**config.mk**
```make
export PLATFORM = sky130hd
export DESIGN_NAME = embedding_fetcher
export DESIGN_NICKNAME = d
export VERILOG_FILES = /design/src/rtl/embedding_fetcher.sv
export SDC_FILE = /design/constraint.sdc
export NUM_CORES = 1
export LEC_CHECK = 0
export CAP_MARGIN = 20
export CORE_UTILIZATION = 47
export CTS_CLUSTER_DIAMETER = 40
export DETAILED_ROUTE_END_ITERATION = 12
export GPL_TIMING_DRIVEN = 0
export PLACE_DENSITY = 0.84
export SYNTH_ARGS = -nofsm -noshare
export SYNTH_HDL_FRONTEND = slang
export SYNTH_SLANG_ARGS = --single-unit
```
**constraint.sdc**
```tcl
create_clock -name clk -period 3.77 [get_ports clk]
set_clock_uncertainty 0.05 [all_clocks]
set_input_delay 0.5655 -clock clk [delete_from_list [all_inputs] [get_ports clk]]
set_output_delay 0.5655 -clock clk [all_outputs]
set_load 0.02 [all_outputs]
```
**src/rtl/embedding_fetcher.sv**
```systemverilog
// Walks a token-ID RAM and, for every nonzero token, copies that token's
// embedding row from the embedding SRAM into the activation buffer.
module embedding_fetcher #(
  parameter int ADDR_WIDTH     = 4,
  parameter int DATA_WIDTH     = 8,
  parameter int EMB_DIM        = 4,
  parameter int EMB_ADDR_WIDTH = 8,
  parameter int OUT_ADDR_WIDTH = 8
) (
  input  logic                      clk,
  input  logic                      rst_n,
  input  logic                      cs,
  output logic [ADDR_WIDTH-1:0]     tok_addr,
  input  logic [DATA_WIDTH-1:0]     tok_data,
  output logic [EMB_ADDR_WIDTH-1:0] emb_addr,
  input  logic [DATA_WIDTH-1:0]     emb_data,
  output logic [OUT_ADDR_WIDTH-1:0] out_addr,
  output logic [DATA_WIDTH-1:0]     out_data,
  output logic                      out_we,
  output logic [ADDR_WIDTH:0]       tok_count,
  output logic                      busy,
  output logic                      done
);

  // state     | meaning
  // S_IDLE    | waiting for cs; token index held at 0
  // S_TOK_RD  | token RAM address presented
  // S_TOK_CHK | token word valid; 0 terminates, else latch row base
  // S_EMB_RD  | issue EMB_DIM embedding reads, one per cycle
  // S_DRAIN   | last row write lands; advance to next token
  // S_DONE    | run finished; waits for cs to drop

  localparam int JW = $clog2(EMB_DIM);

  if (EMB_DIM < 2 || (1 << JW) != EMB_DIM) begin : g_bad_dim
    $error("embedding_fetcher: EMB_DIM must be a power of two >= 2");
  end
  if (OUT_ADDR_WIDTH < ADDR_WIDTH + JW) begin : g_bad_out
    $error("embedding_fetcher: OUT_ADDR_WIDTH too small for all rows");
  end

  typedef enum logic [2:0] {
    S_IDLE, S_TOK_RD, S_TOK_CHK, S_EMB_RD, S_DRAIN, S_DONE
  } state_t;

  state_t                    state, state_nxt;
  logic [ADDR_WIDTH-1:0]     tok_idx;
  logic [JW-1:0]             j;
  logic [EMB_ADDR_WIDTH-1:0] emb_base;
  logic                      last_j;
  logic                      last_tok;

  assign last_j   = (j == JW'(EMB_DIM - 1));
  assign last_tok = (tok_idx == {ADDR_WIDTH{1'b1}});

  always_ff @(posedge clk or negedge rst_n) begin
    if (!rst_n) state <= S_IDLE;
    else        state <= state_nxt;
  end

  always_comb begin
    state_nxt = state;
    case (state)
      S_IDLE:    if (cs) state_nxt = S_TOK_RD;
      S_TOK_RD:  state_nxt = S_TOK_CHK;
      S_TOK_CHK: state_nxt = (tok_data == '0) ? S_DONE : S_EMB_RD;
      S_EMB_RD:  if (last_j) state_nxt = S_DRAIN;
      S_DRAIN:   state_nxt = last_tok ? S_DONE : S_TOK_RD;
      S_DONE:    if (!cs) state_nxt = S_IDLE;
      default:   state_nxt = S_IDLE;
    endcase
  end

  always_ff @(posedge clk or negedge rst_n) begin
    if (!rst_n) begin
      tok_idx   <= '0;
      j         <= '0;
      emb_base  <= '0;
      out_addr  <= '0;
      out_we    <= 1'b0;
      tok_count <= '0;
    end else begin
      // A write is pending for the cycle after every embedding read issue.
      out_we <= (state == S_EMB_RD);
      case (state)
        S_IDLE: begin
          tok_idx <= '0;
          if (cs) tok_count <= '0;
        end
        S_TOK_CHK: begin
          emb_base <= EMB_ADDR_WIDTH'({tok_data, {JW{1'b0}}});
          j        <= '0;
        end
        S_EMB_RD: begin
          j        <= j + JW'(1);
          out_addr <= OUT_ADDR_WIDTH'({tok_idx, j});
        end
        S_DRAIN: begin
          tok_count <= tok_count + 1'b1;
          if (!last_tok) tok_idx <= tok_idx + 1'b1;
        end
        default: ;
      endcase
    end
  end

  assign tok_addr = (state == S_TOK_RD) ? tok_idx : '0;
  assign emb_addr = (state == S_EMB_RD) ? emb_base + EMB_ADDR_WIDTH'(j) : '0;
  assign out_data = emb_data;
  assign busy     = (state == S_TOK_RD) || (state == S_TOK_CHK) ||
                    (state == S_EMB_RD) || (state == S_DRAIN);
  assign done     = (state == S_DONE);

endmodule

```
==> impl_metrics.py <==
metrics = {
    "clocking": {
        "post_cts_resize_count": 0,
        "postCtsSetupRepairBufs": 0,
        "cts_tree": "built",
        "clock_sinks": 27,
        "cts_made_buffers": 3,
        "cts_root_buffer": "clkbuf_4",
        "cts_buffer_depth": 2,
        "clkLatencyLatePin_ns": 0.32,
        "postCtsHoldBufs": 0,
        "clk_pin_slew_ns": 0.14,
        "htreeDepth": 1,
    },
    "finish": {
        "fin_util_pct": 70.0,
        "antenna_cells": 0,
        "fin_nets": 216,
        "drive_gt1_share_pct": 18.1,
        "fillers": 233,
        "syn_to_final_growth_pct": 36.4,
    },
    "logic_synthesis": {
        "seq_area_frac_synth_pct": 45.8,
        "synth-edff-count": 0,
        "synth_top_cell_area_share_pct": 45.8,
        "ys_warn_count": 0,
        "synth.cell_area_um2": 1480,
        "synthCells": 143,
        "synth_area_leader_cell": "dfrtp_1",
        "synth_cell_types": 38,
        "synth_area_leaders": "dfrtp_1, nand2_1, buf_4, mux2_2, and2_1",
        "yosys_register_bits": 27,
        "async_flop_share_pct": 100,
        "synth_ff_type": "dfrtp_1",
        "synth_area_per_cell_um2": 10.3,
    },
    "floorplanning": {
        "rows": 19,
        "die-area_um2": 3370,
        "start_util_pct": 51.3,
        "die_x_um": 58.0,
        "fp.coreArea_um2": 2880,
        "pin_count": 55,
        "dieHeight_um": 58.0,
    },
    "sta": {
        "slew_headroom_pct": 54.4,
        "fin_crit_sh_pct": 75.1,
        "worstMarginPinSlew_ns": 0.682,
        "holdWs_ns": 0.446,
        "layout_min_cycle_time_ns": 2.83,
        "tns_ns": 0,
        "fmax_mhz": 353,
        "report.final.setup_viol": 0,
        "setup_ws_ns": 0.939,
        "final_hold_viol_count": 0,
        "drv_slew": 0,
        "rsz0062_at_grt": "no",
    },
    "detailed_routing": {
        "drt_first_pass_iters": 8,
        "vias": 1193,
        "wl_um": 3100,
        "route.detailed.wl_per_inst_um": 13.2,
        "drc_errors": 4,
        "avgViaCountPerCell": 5.08,
        "postRouteAntennaNets": 0,
        "drt-initial-drc-count": 32,
    },
    "global_route": {
        "grt-ovfl-total": 0,
        "antenna_found_initial": 0,
        "grt_pass1_wl_um": 5090,
        "track_usage_pct": 19.5,
        "grt_pass1_vias": 1163,
        "grt_max_degree": 15,
    },
    "placed_design": {
        "gp_congestion": 0.762,
        "portBuffers": 44,
        "dpl.hpwl_um": 2390,
        "pre_cts_slack_ns": 1.34,
    },
    "power": {
        "power_density_nw_per_um2": 698,
        "power_leakage_uw": 0.000895,
        "ir_drop_uv": 444,
    },
    "run_status": {
        "outcome": "finished with violations",
        "violations": "design-rule violations",
    },
    "critical_path": {
        "r2r-start": "tok_idx[0]$_DFFE_PN0P_",
        "cpMaxStageDelayCell": "clkdlybuf4s50_1",
        "crit_required_ns": 3.15,
        "worstPathArrival_ns": 2.22,
        "crit_chain": "inv_1 > nand3_4 > inv_2 > buf_6 > and2_1 > clkdlybuf4s50_1",
        "max_stage_delay_ns": 0.61,
        "crit_path_end_kind": "output pin",
        "r2r_cells": 5,
        "path_max_fanout": 10,
        "rr_endpoint": "state[2]$_DFFE_PN0P_",
        "r2r_slack_ns": 2.10,
        "cp-start-kind": "flop",
        "path_class": "flop to output pin",
    },
    "hold_path": {
        "holdPathEnd": "out_addr[4]$_DFFE_PN0N_",
        "hp-start": "out_addr[4]$_DFFE_PN0N_",
        "min_path_type": "flop to flop",
        "hold_depth": 2,
    },
    "run": {
        "max-cap-violations": 0,
    },
}
[synth_stat cells (2+ instances only)]
cell type and instances:
and3_1 2, nand2_1 23, nand2b_1 2, mux2i_1 2, a21oi_1 6, nor3_2 2
and2_1 10, o2bb2ai_1 3, buf_6 3, nor4_1 2, o21ai_0 7, ha_1 3
buf_4 11, nor2_1 4, a22oi_1 2, mux2_2 6, a21o_1 3, nor3b_2 2
dfrtp_1 27, a311oi_1 2, nand3_1 3, and2_4 2
[state kept, by name, summed over array words and instances (netlist names)]
| register | flops |
|---|---|
| out_addr | 6 |
| state | 3 |
| tok_idx | 4 |
| j | 2 |
| tok_count | 5 |
| out_we | 1 |
| emb_base | 6 |
[cells in the final DEF, fill, tap and decap left out, types with 3 or more instances in the layout]
master and count:
nand2_1 23, o2bb2ai_1 3, nor2_1 4, nand3_1 3
o21ai_0 7, and2_1 10, buf_4 11, clkbuf_4 3
dfrtp_1 27, a21oi_1 6, mux2_2 6, buf_6 3
ha_1 3, clkdlybuf4s50_1 44, a21o_1 3
[layout make-up]
| cell class | count | area, um^2 | share of cell area, % |
|---|---|---|---|
| flip-flops and latches | 27 | 676 | 33.5 |
| repair buffers | 45 | 455 | 22.6 |
| clock buffers | 4 | 26.3 | 1.30 |
| plain buffers | 15 | 121 | 6.02 |
| well taps | 42 | 52.6 | 2.61 |
| multi-input cells | 100 | 676 | 33.5 |
| inverters | 2 | 7.51 | 0.373 |
[cell families (layout without fill, tap and decap cells)]
| family | Yosys count | count (layout) | share of synthesized area, % |
|---|---|---|---|
| muxes | 8 | 8 | 5.93 |
| xor gates and xnor gates | 1 | 1 | 0.593 |
| adders and majority gates | 3 | 3 | 2.54 |
| other | 1 | 2 | 0.254 |
| buffers and inverters | 17 | 66 | 8.73 |
| AOI/OAI and AO/OA | 29 | 29 | 13.1 |
| DFF | 27 | 27 | 45.8 |
| and+or+nand+nor | 57 | 57 | 23.1 |
[layer usage]
metal	global-route usage, %	share of wire, %
met5	0	0
met4	6.80	0.94
met3	4.46	6.6
met2	32.8	48
met1	24.6	45
[where the power goes]
| part | internal [uW] | switching (uW) | leakage [uW] | total, uW |
|---|---|---|---|---|
| Clock | 41.4 | 81.1 | 0.0000150 | 123 |
| Combinational | 387 | 408 | 0.000539 | 795 |
| Sequential | 396 | 92.3 | 0.000342 | 488 |
[how the worst max path moves through the flow]
stage	start	end	slack, ns	depth (start not counted)
floorplan	state[2]$_DFFE_PN0P_	emb_addr[2]	2.00	5
finish	state[2]$_DFFE_PN0P_	emb_addr[3]	0.94	6
detailed placement	state[2]$_DFFE_PN0P_	emb_addr[3]	1.34	6
global placement	state[2]$_DFFE_PN0P_	emb_addr[3]	1.35	6
global route	state[2]$_DFFE_PN0P_	emb_addr[4]	0.79	6
CTS	state[2]$_DFFE_PN0P_	emb_addr[3]	0.94	6
[worst max-delay path, delay by kind of cell, from the launching register on]
kind          cells  cell delay (ns)
simple gates      2             0.30
flops             1             0.46
buf+inv           4             1.14
[metrics by stage]
stage / power [uW] / instances / instance area, um^2
after floorplan: 991 / 144 / 1480
after detailed placement: 1290 / 231 / 1990
after global routing: 1500 / 235 / 2010
final: 1410 / 235 / 2010
after CTS: 1410 / 235 / 2010
after global placement: 1260 / 230 / 1970
Note: power is estimated with default switching activity, not from simulation.
